[src/rtl/seg7_capture_decoder.sv]
// seg7_capture_decoder: samples a 7-segment bus, waits for a stable pattern, decodes it to a hex nibble
// Ports: clk, rst_n (async active-low), ena; seg_in[6:0] (bit0=a .. bit6=g);
//   digit_out[3:0], digit_valid (1-cycle new-digit strobe), blank, invalid, locked,
//   change_count[CNT_W-1:0] (saturating strobe count), history_out[15:0].
// Optional: define SEG7_CAP_HISTORY_EN to build the 4-deep accepted-digit history.
module seg7_capture_decoder #(
  parameter int STABLE_CYCLES = 4,
  parameter int CNT_W = 8,
  parameter int ACTIVE_LOW = 0
) (
  input  logic             clk,
  input  logic             rst_n,
  input  logic             ena,
  input  logic [6:0]       seg_in,
  output logic [3:0]       digit_out,
  output logic             digit_valid,
  output logic             blank,
  output logic             invalid,
  output logic             locked,
  output logic [CNT_W-1:0] change_count,
  output logic [15:0]      history_out
);
  typedef enum logic {TRACK, LOCKED} state_t;
  state_t state;
  logic [6:0] s1, s2, prev;
  logic [7:0] cnt;
  logic have_digit, match, done, hit, new_digit;
  logic [3:0] val;
  always_comb begin
    hit = 1'b1;
    val = 4'h0;
    case (s2)
      7'h3F: val = 4'h0;
      7'h06: val = 4'h1;
      7'h5B: val = 4'h2;
      7'h4F: val = 4'h3;
      7'h66: val = 4'h4;
      7'h6D: val = 4'h5;
      7'h7D: val = 4'h6;
      7'h07: val = 4'h7;
      7'h7F: val = 4'h8;
      7'h6F: val = 4'h9;
      7'h77: val = 4'hA;
      7'h7C: val = 4'hB;
      7'h39: val = 4'hC;
      7'h5E: val = 4'hD;
      7'h79: val = 4'hE;
      7'h71: val = 4'hF;
      default: hit = 1'b0;
    endcase
  end
  assign match = s2 == prev;
  // a mismatch on the completing edge wins, so done requires match
  assign done = ena && state == TRACK && match && cnt == 8'(STABLE_CYCLES - 1);
  // the repeat compare is against the last table digit; blank/invalid leave digit_out untouched
  assign new_digit = done && hit && (!have_digit || val != digit_out);
  assign locked = state == LOCKED;
  always_ff @(posedge clk or negedge rst_n) begin
    if (!rst_n) begin
      s1 <= '0;
      s2 <= '0;
      prev <= '0;
      state <= TRACK;
      cnt <= '0;
      digit_out <= '0;
      digit_valid <= 1'b0;
      blank <= 1'b0;
      invalid <= 1'b0;
      have_digit <= 1'b0;
      change_count <= '0;
    end else begin
      s1 <= ACTIVE_LOW != 0 ? ~seg_in : seg_in;
      s2 <= s1;
      prev <= s2;
      digit_valid <= new_digit;
      if (!ena || !match) begin
        state <= TRACK;
        cnt <= '0;
      end else if (state == TRACK) begin
        if (done) state <= LOCKED;
        else cnt <= cnt + 8'd1;
      end
      if (done && hit) begin
        digit_out <= val;
        blank <= 1'b0;
        invalid <= 1'b0;
        have_digit <= 1'b1;
      end else if (done) begin
        blank <= s2 == 7'h00;
        invalid <= s2 != 7'h00;
      end
      if (new_digit && change_count != '1) change_count <= change_count + 1'b1;
    end
  end
`ifdef SEG7_CAP_HISTORY_EN
  logic [15:0] hist;
  always_ff @(posedge clk or negedge rst_n) begin
    if (!rst_n) hist <= '0;
    else if (new_digit) hist <= {hist[11:0], val};
  end
  assign history_out = hist;
`else
  assign history_out = 16'h0000;
`endif
endmodule

[config.mk]
export PLATFORM = sky130hd
export DESIGN_NAME = seg7_capture_decoder
export DESIGN_NICKNAME = d
export VERILOG_FILES = /design/src/rtl/seg7_capture_decoder.sv
export SDC_FILE = /design/constraint.sdc
export NUM_CORES = 1
export LEC_CHECK = 0
export BUFFER_PORTS_ARGS = -buffer_cell sky130_fd_sc_hd__clkbuf_2
export CAP_MARGIN = 15
export CORE_AREA = 10 10 125 82
export DETAILED_ROUTE_END_ITERATION = 12
export DIE_AREA = 0 0 135 92
export HOLD_SLACK_MARGIN = 0.03
export PLACE_DENSITY = 0.5
export SYNTH_ARGS = -nofsm -noshare
export SYNTH_HDL_FRONTEND = slang
export SYNTH_SLANG_ARGS = --single-unit
[constraint.sdc]
create_clock -name clk -period 2.8 [get_ports clk]
set_input_delay 0.28 -clock clk [delete_from_list [all_inputs] [get_ports clk]]
set_output_delay 0.28 -clock clk [all_outputs]
set_load 0.03 [all_outputs]
* After elaboration in Yosys (flattened, before gate mapping)
Cells that the tools add are included.
Storage, ports and cells: bits in registers 46, output and inout port bits 32
Cells by class: $add $sub $neg 2, eq/ne operators 22, muxes and demuxes 12, bitwise operators 1, reductions and logical operators 16
Operator list (count):
- 7-bit == test, second input constant | 12
- 4-bit case mux with 15 select lines | 1
- 8-bit two-way mux | 3
- 8-bit by 1-bit adder with 8-bit output, second input constant | 2
- 16-bit OR reduction | 1
- 7-bit by 3-bit == test with 1-bit output, second input constant | 2
- 7-bit by 6-bit == test with 1-bit output, second input constant | 2
- 8-bit by 2-bit == test with 1-bit output, second input constant | 1
- 1-bit two-way mux | 8
- 8-bit != test, second input constant | 1
- 7-bit == test | 1
- 7-bit zero test | 1
- 7-bit nonzero test | 1
- 1-bit logical AND | 6
- 2-bit by 1-bit != test with 1-bit output, second input constant | 2
- 4-bit != test | 1
- 1-bit zero test | 3
- 1-bit logical OR | 2
- 2-bit AND reduction | 1
- 2-bit nonzero test | 1
- 1-bit NOT | 1

* Longest topological paths before layout
Gate-level depths: netlist of the first run.
depth in word-level cells 7, depth in mapped cells 10, mapped depth without buffers 8

* Worst setup path after synthesis of the first run
No wires, ideal clock.
kind register to register, start point register s2[0], end point register change_count[1], library setup time 0.128 ns, arrival time 2.228 ns, required time 2.672 ns, setup slack 0.445 ns, stages on the path, launching flop included 9, path through dfrtp_1 -> buf_4 -> xnor2_1 -> nand2_1 -> or4_1 -> nor2_2 -> nand2_1 -> nor3_2 -> mux2_1
On the way: cells in the longest elaborated chain, start to end 6, elaborated cells on any way between the ends 27, classes of those cells eq/ne: 18; mux: 2; reduce/logical: 7
Ends and longest elaborated chain:
- start, declared | line 25 | logic [6:0] s1, s2, prev;
- start signal, assigned | line 61 | s2 <= '0;
- start signal, assigned | line 73 | s2 <= s1;
- 7-bit == test (tied with other cells) | line 32 | case (s2)
- 4-bit case mux with 15 select lines (tied with other cells) | line 32
- 4-bit != test (tied with other cells) | line 56 | assign new_digit = done && hit && (!have_digit || val != digit_out);
- 1-bit logical OR or 1-bit logical AND (tied branches) | line 56
- 1-bit logical AND (*) | line 56
- 1-bit logical AND (*) | line 92 | if (new_digit && change_count != '1) change_count <= change_count + 1'b1;
- end signal, assigned | line 92
- end, declared | line 20 | output logic [CNT_W-1:0] change_count,
Every way passes the cells marked *; elsewhere a longest branch is shown, timed or not. A chain may end at the register's enable or synchronous reset.

* Worst setup path in the final report of the first run
start point register s2[2], end point register change_count[1]
Same word-level chain as after synthesis.

==> metrics, run 1 <==
R2R cell count 8; synthesized area per cell 10.86 um^2; fmax 382.6 MHz; Syn Inst Count 214; core box area 0.008100 mm^2; row cnt 26; Worst-path clk slew 60 ps; Hold Worst Slack 85.63 ps; Initial Utilization 28.70%; H-tree depth 2; Fillers 829; area of the mapped netlist 0.002325 mm^2; most common cell in the synthesized netlist dfrtp_1; Nets 259; TritonCTS buffer count 5; worst r2r src s2[2]; required time of the worst setup path 2970 ps; gr usage total 8.338%; HPWL Detailed 3.663 mm; vias in the first global route 1,601; Pwr Total 0.001389 W; Power Dens Cells 514.9 mW/mm^2; Register Area 0.001157 mm^2; Die Y 92 um; first-pass GRT wire length 8.383 mm; Primary FF master, synth dfrtp_1; worst rel slew slack 43.11%; area added between synthesis and finish 16.04%; DR pass1 iterations 4; top post-synthesis cells by count dfrtp_1 (46), nor2_1 (23), buf_4 (20); Post-CTS Setup Repair Bufs 0; number of distinct library cells after synthesis 56; fin crit share 93.35%; die area 0.01242 mm^2; Slew Limit Fails 0; worst-path fanout max 14; clk sink count 46; clock skew 4.519 ps; Final min period 2614 ps; ranking of synthesized cells by area dfrtp_1 (50%), buf_4 (6.5%), xor2_1 (5.3%); flop2flop setup slack 190 ps; setup TNS 0 ps; clock tree buffer depth 2; RSZ-0062 raised after global routing false; Via density 4.394; reg2reg end change_count[1]; Finish-stage setup viols 0; CTS Root Cell clkbuf_16; Worst-Skew Late Latency 290 ps; DR vias 1,582; Port Buffers 25; arrival time at the worst endpoint 2780 ps; final wirelength 4.847 mm; largest net degree at the start of global routing 35; status complete, no violations; Multi-input gate area 0.001031 mm^2; I/O pin count 42; Worst Path Class, Setup flip-flop to flip-flop; HP Class input pin to asynchronous set/reset pin; Post-route DRC 0; ANT cells 0; CP Capture Type flip-flop; VDD IR-drop max 0.1727 mV; initial antenna violation count 0; asr flop ratio synth 100.0%; Die X 135 um; Lkg Pwr 1.252 nW; area leader, netlist dfrtp_1; synthesized flop and latch total 46; Seq/Total Area, Yosys 49.52%; fraction of layout cells with a size suffix above 1 25.81%; startpoint types flip-flop; YS warnings 0; gr ovfl total 0; Routed Antenna Nets 0; Synth top area share 49.52%; number of synthesized flops with an enable pin 0; Final GP Congestion 0.7910; Max Cap Viol 0; CTS tree done; Hold Violations, Final 0; Worst Max-Slew Pin Slew 853.4 ps; utilization after layout 33.30%; detailed router's first-iteration violation count 124; DR WL/cell 13.46 um
[sequential cells by signal, summed over array words and instances (netlist names)]
signal and cells:
change_count 8, cnt 8, prev 7, s1 7
s2 7, digit_out 4, blank 1, digit_valid 1
have_digit 1, invalid 1, locked 1
[final cells by class]
class | count | share of cell area (%)
clock buffers | 6 | 4.777
clock inverters | 2 | 0.5102
inverters | 5 | 0.6957
multi-input cells | 153 | 38.22
flip-flops and latches | 46 | 42.90
well taps | 112 | 5.195
repair buffers | 36 | 7.699
[layer usage]
metal	global-route usage (%)	wire, um	vias up
met1	12.07	2513	744
met5	0	0	-
met2	11.16	1925	49
met3	3.050	372	4
li1	-	-	785
met4	2.411	35	0
[kinds of logic after synthesis]
| group | share of synthesized area [%] |
|---|---|
| flops | 49.52 |
| simple gates | 19.91 |
| other cells | 0.1613 |
| xor+xnor | 8.289 |
| compound gates | 8.935 |
| mux | 3.283 |
| buf+inv | 8.826 |
| fa+ha+maj | 1.076 |
[repair_timing]
item / CTS / global route
gates resized for setup: 0 / 6
endpoints found under the setup margin: 0 / 4
hold buffers: 0 / 0
[per-stage QoR]
step	cells	worst slack, ps	area [um^2]
finish	360	186.3	2698
global route	360	0.2569	2698
CTS	360	125.0	2685
detailed placement	352	144.3	2542
global placement	352	131.3	2542
floorplan	229	444.6	2381
[critical path, cell delays in order (launching register included)]
cell and delay [ps]:
dfrtp_1 630, nand2_1 140, or3_1 380, o41ai_2 80
nor2_1 150, a22o_1 220, and4_1 270, nor3_2 280
mux2_1 350
[placed cells by master (no fill, tap or decap), types with 8 or more instances in the layout]
cell / Yosys / layout
nand2_1: 15 / 15
xnor2_1: 8 / 8
buf_4: 20 / 11
conb_1: 1 / 16
nor2_1: 23 / 23
clkbuf_2: 0 / 25
nand3_1: 11 / 11
xor2_1: 14 / 14
dfrtp_1: 46 / 41
[worst max-delay path by stage]
stage	start	cells after the start	slack [ps]	endpoint
floorplan	s2[0]	8	440	change_count[1]
global placement	s2[5]	8	130	change_count[1]
detailed placement	s2[5]	8	140	change_count[2]
CTS	s2[5]	8	120	change_count[2]
global route	s2[2]	8	0.3	change_count[1]
finish	s2[2]	8	190	change_count[1]
[where the power goes]
part / switching (W) / leakage (nW) / total, W / internal [W]
logic: 0.0000746 / 0.597 / 0.000109 / 0.0000340
clock network: 0.000248 / 0.0708 / 0.000579 / 0.000331
registers: 0.0000211 / 0.584 / 0.000702 / 0.000681
Note: power is estimated with default switching activity, not from simulation.
==> inputs of run 2 (changes only) <==
- REMOVE_ABC_BUFFERS: default -> 1
==> run 2 against run 1 <==
  * Sequential share of layout area fell by 0.30 points
  * Highest routed layer unchanged
  * Non-clock buffer count fell by 1
  * Power rose by 2.7%
  * Cell count fell by 0.28%
  * Clock skew rose by 3.2 ps
  * Die area did not move
  * Worst setup slack got worse by 5.6 ps
  * Critical endpoint unchanged
  * Wire length rose by 0.66%
  * Critical path depth did not move
  * Worst hold slack barely moved
==> metrics, run 2 (synthesis results as in run 1) <==
vias in the first global route 1,588; Post-route DRC 0; first-pass GRT wire length 8.328 mm; CP peak stage delay 540 ps; Die Y 92 um; Nets 258; gr ovfl total 0; arrival time at the worst endpoint 2790 ps; Max Cap Viol 0; fin area 0.002714 mm^2; DR WL/cell 13.59 um; final wirelength 4.879 mm; detailed router's first-iteration violation count 100; clock skew 7.703 ps; I/O pin count 42; RSZ-0062 raised after global routing false; ANT cells 0; Top Registers change_count: 8 flops, cnt: 8 flops; Hold Violations, Final 0; fin crit share 93.55%; Worst Path Class, Setup flip-flop to flip-flop; gr usage total 8.287%; required time of the worst setup path 2970 ps; WP buf/inv 0; clock tree buffer depth 2; status complete, no violations; Power Dens Cells 525.7 mW/mm^2; HP Class input pin to asynchronous set/reset pin; crit path cell chain nand4b_1 -> or3_1 -> o41ai_2 -> nor2_1 -> a22o_1 -> and4_1 -> nor3_2 -> mux2_1; Slew Limit Fails 0; initial antenna violation count 0; die area 0.01242 mm^2; Final min period 2619 ps; Initial Utilization 28.70%; TritonCTS buffer count 5; CTS Root Cell clkbuf_16; CP Capture Type flip-flop; flop2flop setup slack 180 ps; Worst Max-Slew Pin Slew 849.0 ps; setup TNS 0 ps; DR pass1 iterations 4; CP top delay family simple AND/OR/NAND/NOR gates; worst-path fanout max 14; fraction of layout cells with a size suffix above 1 25.91%; most common cell after layout, fill and taps aside dfrtp_1; commonest cells after routing, fill and taps aside dfrtp_1 (42), clkbuf_2 (25), nor2_1 (23); startpoint types flip-flop; Worst-path clk slew 70 ps; HPWL Detailed 3.708 mm; area added between synthesis and finish 16.74%; row cnt 26; largest net degree at the start of global routing 35; Worst-Skew Late Latency 290 ps; CTS tree done; clk sink count 46; H-tree depth 2; Lkg Pwr 1.267 nW; fmax 381.8 MHz; Routed Antenna Nets 0; DR vias 1,563; Finish-stage setup viols 0; Via density 4.354; Slowest-stage cell, CP dfrtp_1; core box area 0.008100 mm^2; Final GP Congestion 0.8427; worst rel slew slack 43.40%; Port Buffers 25; Die X 135 um; Post-CTS Setup Repair Bufs 0; Placed Area 0.002535 mm^2; VDD IR-drop max 0.2174 mV
run 2: cell count changes in the layout (fill, tap and decap cells not counted), sizes merged:
cell / previous run / this run
inv: 5 / 7
buf: 11 / 10
clkbuf: 31 / 30
clkinv: 2 / 1
run 2: area by class of cell:
type	instances	area, um^2
clock inverters	3	28.78
inverters	5	18.77
fillers	826	5386
clock buffers	5	125.1
well taps	112	140.1
flip-flops and latches	46	1156
repair buffers	35	200.2
multi-input cells	153	1045
run 2: per-stage QoR:
stage / util (%) / worst slack [ps] / hold slack (ps) / total power [W] / instances
finish: 33.50 / 180.7 / 85.93 / 0.001427 / 359
global route: 33.50 / 21.43 / 74.66 / 0.001502 / 359
CTS: 33.19 / 95.52 / 85.22 / 0.001449 / 359
floorplan: - / 267.7 / -15.59 / 0.0007772 / 204
global placement: 31.29 / 134.6 / 332.4 / 0.0008202 / 351
detailed placement: 31.29 / 111.9 / 336.4 / 0.0008194 / 351
run 2: repair_timing:
item / 4_1_cts / 5_1_grt
resized for setup: 0 / 7
setup endpoints to repair: 0 / 5
hold buffers: 0 / 0
run 2: worst register-to-register path, stage by stage, from the launching register on:
cell	delay, ps
dfrtp_1	540
nand4b_1	260
or3_1	350
o41ai_2	90
nor2_1	150
a22o_1	220
and4_1	280
nor3_2	270
mux2_1	340
run 2: path summary, 6_finish.rpt:
kind / start / to / cells after the start
hold / removal: rst_n / digit_out[3] / 1
min in group clk: seg_in[4] / s1[4] / 1
setup / recovery: s2[0] / change_count[1] / 8
max in group asynchronous: rst_n / s2[1] / 2
setup reg to reg: s2[0] / change_count[1] / 8
hold reg to reg: s1[5] / s2[5] / 0
run 2: routing by layer:
layer,vias to the layer above,GRT usage (%),routed length (um),share of wire [%]
li1,783,-,-,-
met1,736,12.12,2602,53
met2,40,10.75,1935,40
met3,4,3.105,319,6.5
met4,0,2.679,21,0.43
met5,-,0,0,0
run 2: where the power goes:
| part | internal [W] | leakage [nW] | switching, W | total [W] |
|---|---|---|---|---|
| sequential | 0.000680 | 0.585 | 0.0000228 | 0.000703 |
| combinational | 0.0000331 | 0.606 | 0.0000734 | 0.000107 |
| clock | 0.000342 | 0.0763 | 0.000275 | 0.000617 |
| total | 0.00106 | 1.27 | 0.000372 | 0.00143 |
